### config.mk
export PLATFORM = sky130hd
export DESIGN_NAME = multi_edge_detector_flat
export DESIGN_NICKNAME = d
export VERILOG_FILES = /design/src/rtl/multi_edge_detector_if.sv /design/src/rtl/multi_edge_detector.sv /design/src/flat_wrapper.sv
export SDC_FILE = /design/constraint.sdc
export NUM_CORES = 1
export LEC_CHECK = 0
export ABC_AREA = 1
export BUFFER_PORTS_ARGS = -buffer_cell sky130_fd_sc_hd__buf_2
export CORE_MARGIN = 8
export CORE_UTILIZATION = 35
export CTS_CLUSTER_DIAMETER = 150
export DETAILED_ROUTE_END_ITERATION = 10
export PLACE_DENSITY = 0.63
export SETUP_SLACK_MARGIN = 0.1
export SLEW_MARGIN = 20
export SYNTH_ARGS = -nofsm -noshare
export SYNTH_HDL_FRONTEND = slang
export SYNTH_SLANG_ARGS = --single-unit
### constraint.sdc
create_clock -name clk -period 1.6 [get_ports clk]
set_clock_uncertainty 0.05 [all_clocks]
set_input_delay 0.32 -clock clk [delete_from_list [all_inputs] [get_ports clk]]
set_output_delay 0.32 -clock clk [all_outputs]
set_load 0.01 [all_outputs]
### src/rtl/multi_edge_detector_if.sv
// Channel bus of multi_edge_detector: raw inputs and controls go in; filtered levels,
// edge pulses, sticky flags and the combined interrupt come out.
interface multi_edge_detector_if #(
    parameter int WIDTH = 4
) ();
    logic [WIDTH-1:0] din;
    logic [1:0]       mode;
    logic [WIDTH-1:0] clr;
    logic [WIDTH-1:0] level;
    logic [WIDTH-1:0] rise;
    logic [WIDTH-1:0] fall;
    logic [WIDTH-1:0] pulse;
    logic [WIDTH-1:0] flag;
    logic             irq;

    modport master (
        output din, mode, clr,
        input  level, rise, fall, pulse, flag, irq
    );

    modport slave (
        input  din, mode, clr,
        output level, rise, fall, pulse, flag, irq
    );
endinterface

### src/rtl/multi_edge_detector.sv
// Multi-channel edge detector: per-channel synchroniser and debounce filter, one-cycle
// rise/fall pulses, mode-gated pulses and write-1-to-clear sticky flags with an interrupt.
module multi_edge_detector #(
    parameter int WIDTH       = 4,
    parameter int SYNC_STAGES = 2,
    parameter int FILTER_LEN  = 3
) (
    input  logic                 clk,
    input  logic                 resetn,
    multi_edge_detector_if.slave bus
);
    localparam int               CNT_W    = $clog2(FILTER_LEN + 1);
    localparam logic [CNT_W-1:0] CNT_LAST = CNT_W'(FILTER_LEN - 1);

    logic [WIDTH-1:0] s;
    logic [CNT_W-1:0] cnt_q [WIDTH];
    logic [CNT_W-1:0] cnt_d [WIDTH];
    logic [WIDTH-1:0] level_q, level_d;
    logic [WIDTH-1:0] rise_q,  rise_d;
    logic [WIDTH-1:0] fall_q,  fall_d;
    logic [WIDTH-1:0] pulse_q, pulse_d;
    logic [WIDTH-1:0] flag_q,  flag_d;
    logic [WIDTH-1:0] commit;

    generate
        if (SYNC_STAGES == 0) begin : g_no_sync
            assign s = bus.din;
        end else begin : g_sync
            logic [WIDTH-1:0] sync_q [SYNC_STAGES];

            // NOTE: sequential state uses non-blocking assignments so every flop samples
            // the pre-edge value of its neighbour; blocking here would collapse the chain.
            always_ff @(posedge clk) begin
                if (!resetn) begin
                    for (int j = 0; j < SYNC_STAGES; j++) sync_q[j] <= '0;
                end else begin
                    sync_q[0] <= bus.din;
                    for (int j = 1; j < SYNC_STAGES; j++) sync_q[j] <= sync_q[j-1];
                end
            end

            assign s = sync_q[SYNC_STAGES-1];
        end
    endgenerate

    // NOTE: every variable gets a default before any branch, so no path leaves a
    // value unassigned and no latch is inferred.
    always_comb begin
        level_d = level_q;
        commit  = '0;
        for (int i = 0; i < WIDTH; i++) begin
            cnt_d[i] = '0;
            if (s[i] != level_q[i]) begin
                if (cnt_q[i] == CNT_LAST) begin
                    commit[i]  = 1'b1;
                    level_d[i] = s[i];
                end else begin
                    cnt_d[i] = cnt_q[i] + CNT_W'(1);
                end
            end
        end
    end

    // A commit always flips the level, so the new level tells rise from fall.
    always_comb begin
        rise_d  = commit & level_d;
        fall_d  = commit & level_q;
        pulse_d = (rise_d & {WIDTH{bus.mode[0]}}) | (fall_d & {WIDTH{bus.mode[1]}});
        flag_d  = (flag_q & ~bus.clr) | pulse_d;
    end

    always_ff @(posedge clk) begin
        if (!resetn) begin
            for (int i = 0; i < WIDTH; i++) cnt_q[i] <= '0;
            level_q <= '0;
            rise_q  <= '0;
            fall_q  <= '0;
            pulse_q <= '0;
            flag_q  <= '0;
        end else begin
            for (int i = 0; i < WIDTH; i++) cnt_q[i] <= cnt_d[i];
            level_q <= level_d;
            rise_q  <= rise_d;
            fall_q  <= fall_d;
            pulse_q <= pulse_d;
            flag_q  <= flag_d;
        end
    end

    assign bus.level = level_q;
    assign bus.rise  = rise_q;
    assign bus.fall  = fall_q;
    assign bus.pulse = pulse_q;
    assign bus.flag  = flag_q;
    assign bus.irq   = |flag_q;
endmodule

### src/flat_wrapper.sv
// flat-port wrapper written by rule: the top's interface ports become plain ports
module multi_edge_detector_flat 
#(
    parameter int WIDTH       = 4,
    parameter int SYNC_STAGES = 2,
    parameter int FILTER_LEN  = 3
)
  (clk, resetn, bus_din, bus_mode, bus_clr, bus_level, bus_rise, bus_fall, bus_pulse, bus_flag, bus_irq);
  multi_edge_detector_if #(.WIDTH(WIDTH)) bus_i ();
  input  logic clk;
  input  logic resetn;
  input wire logic [$bits(bus_i.din)-1:0] bus_din;
  input wire logic [$bits(bus_i.mode)-1:0] bus_mode;
  input wire logic [$bits(bus_i.clr)-1:0] bus_clr;
  output wire logic [$bits(bus_i.level)-1:0] bus_level;
  output wire logic [$bits(bus_i.rise)-1:0] bus_rise;
  output wire logic [$bits(bus_i.fall)-1:0] bus_fall;
  output wire logic [$bits(bus_i.pulse)-1:0] bus_pulse;
  output wire logic [$bits(bus_i.flag)-1:0] bus_flag;
  output wire logic [$bits(bus_i.irq)-1:0] bus_irq;
  assign bus_i.din = bus_din;
  assign bus_i.mode = bus_mode;
  assign bus_i.clr = bus_clr;
  assign bus_level = bus_i.level;
  assign bus_rise = bus_i.rise;
  assign bus_fall = bus_i.fall;
  assign bus_pulse = bus_i.pulse;
  assign bus_flag = bus_i.flag;
  assign bus_irq = bus_i.irq;
  multi_edge_detector #(.WIDTH(WIDTH), .SYNC_STAGES(SYNC_STAGES), .FILTER_LEN(FILTER_LEN)) u_core (.clk(clk), .resetn(resetn), .bus(bus_i));
endmodule
### Yosys cells after proc, flatten, opt, wreduce, memory -nomap -nowiden

Memory sizes are Yosys's and may differ from the RTL's.
Cells that the tools add are included.
Widths: inputs -> output; s select.

| operators by class | value |
|---|---|
| bitwise logic cells | 14 |
| equality and inequality tests | 8 |
| muxes and demuxes | 32 |
| reductions and logical operators | 1 |
| $add $sub $neg | 4 |

Operators by type and width:

| operator | number |
|---|---|
| $mux 2 | 12 |
| $and 4x4->4 | 5 |
| $mux 1 | 18 |
| $add 2x1->2 const B | 4 |
| $eq 2x2->1 const B | 4 |
| $mux 4 | 2 |
| $or 4x4->4 | 2 |
| $or 1x1->1 | 6 |
| $ne 1x1->1 | 4 |
| $not 4->4 | 1 |
| $reduce_or 4->1 | 1 |

| word-level totals | value |
|---|---|
| output and inout bits | 21 |
| memories kept | 2 |
| memory bits (writable) | 16 |
| flip-flop bits (word level) | 20 |
| bits of input ports | 12 |

Memory list:

| memory | depth | bits a word | rd ports | clocked after Yosys merged registers in | write ports | line | text |
|---|---|---|---|---|---|---|---|
| u_core.cnt_q | 4 | 2 | 4 | 0 | 4 | multi_edge_detector.sv:16 | `logic [CNT_W-1:0] cnt_q [WIDTH];` |
| u_core.g_sync.sync_q | 2 | 4 | 2 | 0 | 2 | multi_edge_detector.sv:29 | `logic [WIDTH-1:0] sync_q [SYNC_STAGES];` |

### Depth between registers and ports, before layout

| logic depth | value |
|---|---|
| word-level depth | 7 |
| gate-level depth with buffers | 6 |
| mapped depth without buffers | 6 |

### Least setup slack after synthesis

OpenSTA, ideal clock, no wires.

| timing | value |
|---|---|
| path type | reg-to-reg |
| from | memory u_core.cnt_q[0][4] (netlist name) |
| to | memory u_core.cnt_q[0][4] (netlist name) |
| stages on the path, launching flop included | 7 |
| setup slack | 538 ps |
| period minus slack after synthesis | 1,062 ps |
| arrival time | 948 ps |
| library setup time | 64 ps |
| cells stage by stage | dfxtp_1 inv_1 ha_1 inv_1 o21ai_0 or2_1 nor2_1 |

RTL lines:

| element | line |
|---|---|
| from (decl) | multi_edge_detector.sv:16 |

### Worst setup path after layout

| timing | value |
|---|---|
| from | register u_core.flag_q[0] (netlist: u_core.bus.flag[0]) |
| to | output port bus_irq |

| between the ends | value |
|---|---|
| longest elaborated chain between the ends | 1 |

Ends and longest elaborated chain:

| element | line | text |
|---|---|---|
| from (decl) | multi_edge_detector.sv:22 | `logic [WIDTH-1:0] flag_q, flag_d;` |
| from (signal assigned) | multi_edge_detector.sv:86 | `flag_q <= flag_d;` |
| $reduce_or 4->1 | multi_edge_detector.sv:95 | `assign bus.irq = \|flag_q;` |
| to (decl) | flat_wrapper.sv:20 | `output wire logic [$bits(bus_i.irq)-1:0] bus_irq;` |

Every way passes these cells.

==> impl_metrics.py <==
metrics = {
    "sta": {
        "hold_viol_final": 0,
        "fmax_mhz": 721,
        "rsz0062_at_grt": "no",
        "setup_tns_ps": 0,
        "slew_headroom": 0.739,
        "maxSlewViolCount": 0,
        "worst-slew-pin-transition_ps": 391,
        "holdWs_ps": 124,
        "setup_viol": 0,
        "layout_min_cycle_time_ps": 1390,
        "min_period_over_period": 0.867,
    },
    "cts": {
        "cts_tree": "done",
        "clkSinkCount": 36,
        "post_cts_buffers": 0,
        "cts.path.max_buffers": 2,
        "clk_latency_ps": 320,
        "cts_resized": 0,
        "h-tree-depth": 2,
        "clk_pin_slew_ps": 100,
        "cts_root_buf": "clkbuf_4",
        "cts_buffers": 5,
        "cts_hold_buf": 0,
    },
    "logic_synthesis": {
        "synth_cells": 142,
        "synth_top_area_share": 0.588,
        "synth_top_cell_by_area": "dfxtp_1",
        "ys_warn_count": 0,
        "synth_nets": 158,
        "synth_cell_types": 19,
        "synth_area_um2": 1230,
        "ys_top_cells_by_area": "dfxtp_1 59%, nand2_1 11%, inv_1 6.4%",
        "ys_seq_area_frac": 0.588,
        "synth_seq_cells": 36,
        "postSynthAreaPerCell_um2": 8.64,
    },
    "detailed_routing": {
        "routed_wl_um": 2530,
        "post_drt_via_cell_ratio": 4.39,
        "antenna_left": 0,
        "wl_per_cell_um": 11.2,
        "drc": 0,
        "dr.pass1.iters": 4,
        "routed-via-count": 988,
        "drtIter0Drc": 42,
    },
    "global_routing": {
        "grt_usage": 0.0941,
        "grt_pass1_wl_um": 3980,
        "grt_max_degree": 20,
        "grt-ovfl-total": 0,
        "grt_pass1_vias": 933,
        "antenna_found_initial": 0,
    },
    "flow_run": {
        "drv_cap": 0,
    },
    "worst_hold_path": {
        "hold_class": "primary input to register",
        "whs_endpoint": "u_core.g_sync.sync_q[0][1]",
        "min_path_cells": 3,
        "worstHoldStart": "bus_din[1]",
    },
    "final_layout": {
        "multi_input_area_um2": 407,
        "nets": 195,
        "fin_util": 0.438,
        "n_antenna_cell": 0,
        "drive_above_1_share": 0.246,
        "regArea_um2": 721,
        "fillerInstances": 348,
        "syn_to_final_growth_pct": 20.2,
    },
    "place": {
        "gp_congestion": 0.746,
        "hpwl_um": 1950,
        "portBuffers": 32,
    },
    "critical_path": {
        "setup.worst_path.start": "u_core.bus.flag[0]",
        "cp_slowest_stage_delay_ps": 340,
        "slowest_stage": "dfxtp_1",
        "critPathArrivalTime_ps": 1020,
        "r2r_end": "u_core.bus.level[3]",
        "critical_path.top_delay_family": "flip-flops",
        "worstRegToRegCells": 5,
        "cp.required_ps": 1230,
        "r2r_setup_slack_ps": 420,
        "cp_cell_sequence": "nor2_1 -> nand2_1 -> buf_2",
        "critPathBufInv": 1,
        "start_kind": "register",
        "critPathMaxFanout": 3,
        "endpoint_kind": "primary output",
        "regToRegStartpoint": "u_core.cnt_q[0][6]",
        "crit_type": "register to primary output",
    },
    "power": {
        "powerDensity_nw_per_um2": 946,
        "p_leak_nw": 0.768,
        "ir_drop_uv": 428,
    },
    "floorplan": {
        "rows": 21,
        "fp.dieH_um": 75.2,
        "chipWidth_um": 75.2,
        "io_pins": 33,
        "dieArea_um2": 5650,
        "coreArea_um2": 3360,
        "initial_core_util": 0.365,
    },
    "status": {
        "status": "completed",
    },
}
## synthesized netlist by cell type
cell type	n
dfxtp_1	36
nand2_1	36
inv_1	21
nor2_1	16
nand3b_1	5
ha_1	4
o21ai_0	4
nand3_1	3
nand4_1	3
a21oi_1	2
nand2_2	2
nor2_2	2
nor4_1	2
buf_2	1
buf_6	1
inv_2	1
nand2_4	1
nor3_1	1
or2_1	1
## layer usage
| metal | vias up | global-route usage | part of all wire |
|---|---|---|---|
| met5 | - | 0 | 0 |
| met4 | 0 | 0.0384 | 0.017 |
| met3 | 5 | 0.0426 | 0.071 |
| met2 | 33 | 0.161 | 0.48 |
| met1 | 438 | 0.0974 | 0.43 |
| li1 | 512 | - | - |
## worst max-delay path by stage
| stage | cells after the start | end |
|---|---|---|
| after floorplan | 6 | u_core.cnt_q[0][4] |
| after global placement | 3 | u_core.bus.fall[3] |
| after detailed placement | 3 | u_core.bus.fall[3] |
| after CTS | 3 | bus_irq |
| after global routing | 3 | bus_irq |
| final | 3 | bus_irq |
## final cells by class
| cell class | instances | area share |
|---|---|---|
| Sequential cell | 36 | 0.489 |
| Clock buffer | 6 | 0.0280 |
| Timing Repair Buffer | 32 | 0.109 |
| Clock inverter | 1 | 0.00340 |
| Tap cell | 46 | 0.0390 |
| Inverter | 22 | 0.0560 |
| Multi-Input combinational cell | 82 | 0.276 |
## per-stage QoR
step | setup WS, ps | cell area (µm²) | std cells | power [mW]
after global placement | 355 | 1430 | 218 | 0.985
final | 213 | 1470 | 225 | 1.39
after floorplan | 538 | 1230 | 142 | 0.966
after detailed placement | 300 | 1430 | 218 | 0.989
after global routing | 139 | 1470 | 225 | 1.47
after CTS | 196 | 1470 | 225 | 1.41
## cells in the final DEF, fill, tap and decap left out
cell type	n
nand4_1	3
or2_1	1
buf_2	32
nor3_1	1
clkbuf_1	1
dfxtp_1	36
inv_1	21
nand3_1	3
ha_1	4
nand2_1	36
nor4_1	2
nor2_2	2
o21ai_0	4
inv_2	1
nand3b_1	5
nor2_1	16
nand2_4	1
clkbuf_4	5
a21oi_1	2
clkinv_2	1
nand2_2	2
## worst register-to-register path, delay by kind of cell (launching register included)
family	cells	cell delay, ps
fa+ha+maj	1	210
compound gates	2	310
buf+inv	2	180
flops	1	340
## registers in the layout (all words and copies together), names as in the netlist
signal and count:
u_core.bus.fall 4, u_core.bus.rise 4, u_core.bus.level 4, u_core.cnt_q 8, u_core.bus.pulse 4, u_core.g_sync.sync_q 8, u_core.bus.flag 4
## cell families (layout without fill, tap and decap cells)
group / count (synthesis) / after routing / share of synthesized area
flops: 36 / 36 / 0.588
simple gates: 72 / 72 / 0.266
compound gates: 6 / 6 / 0.0245
fa+ha+maj: 4 / 4 / 0.0408
buf+inv: 24 / 61 / 0.0806
## power breakdown
| part | total (mW) | internal (mW) | leakage (nW) | switching [mW] |
|---|---|---|---|---|
| logic | 0.0533 | 0.0204 | 0.448 | 0.0329 |
| clock network | 0.427 | 0.162 | 0.0281 | 0.265 |
| registers | 0.914 | 0.908 | 0.292 | 0.00578 |
Note: power is estimated with default switching activity, not from simulation.
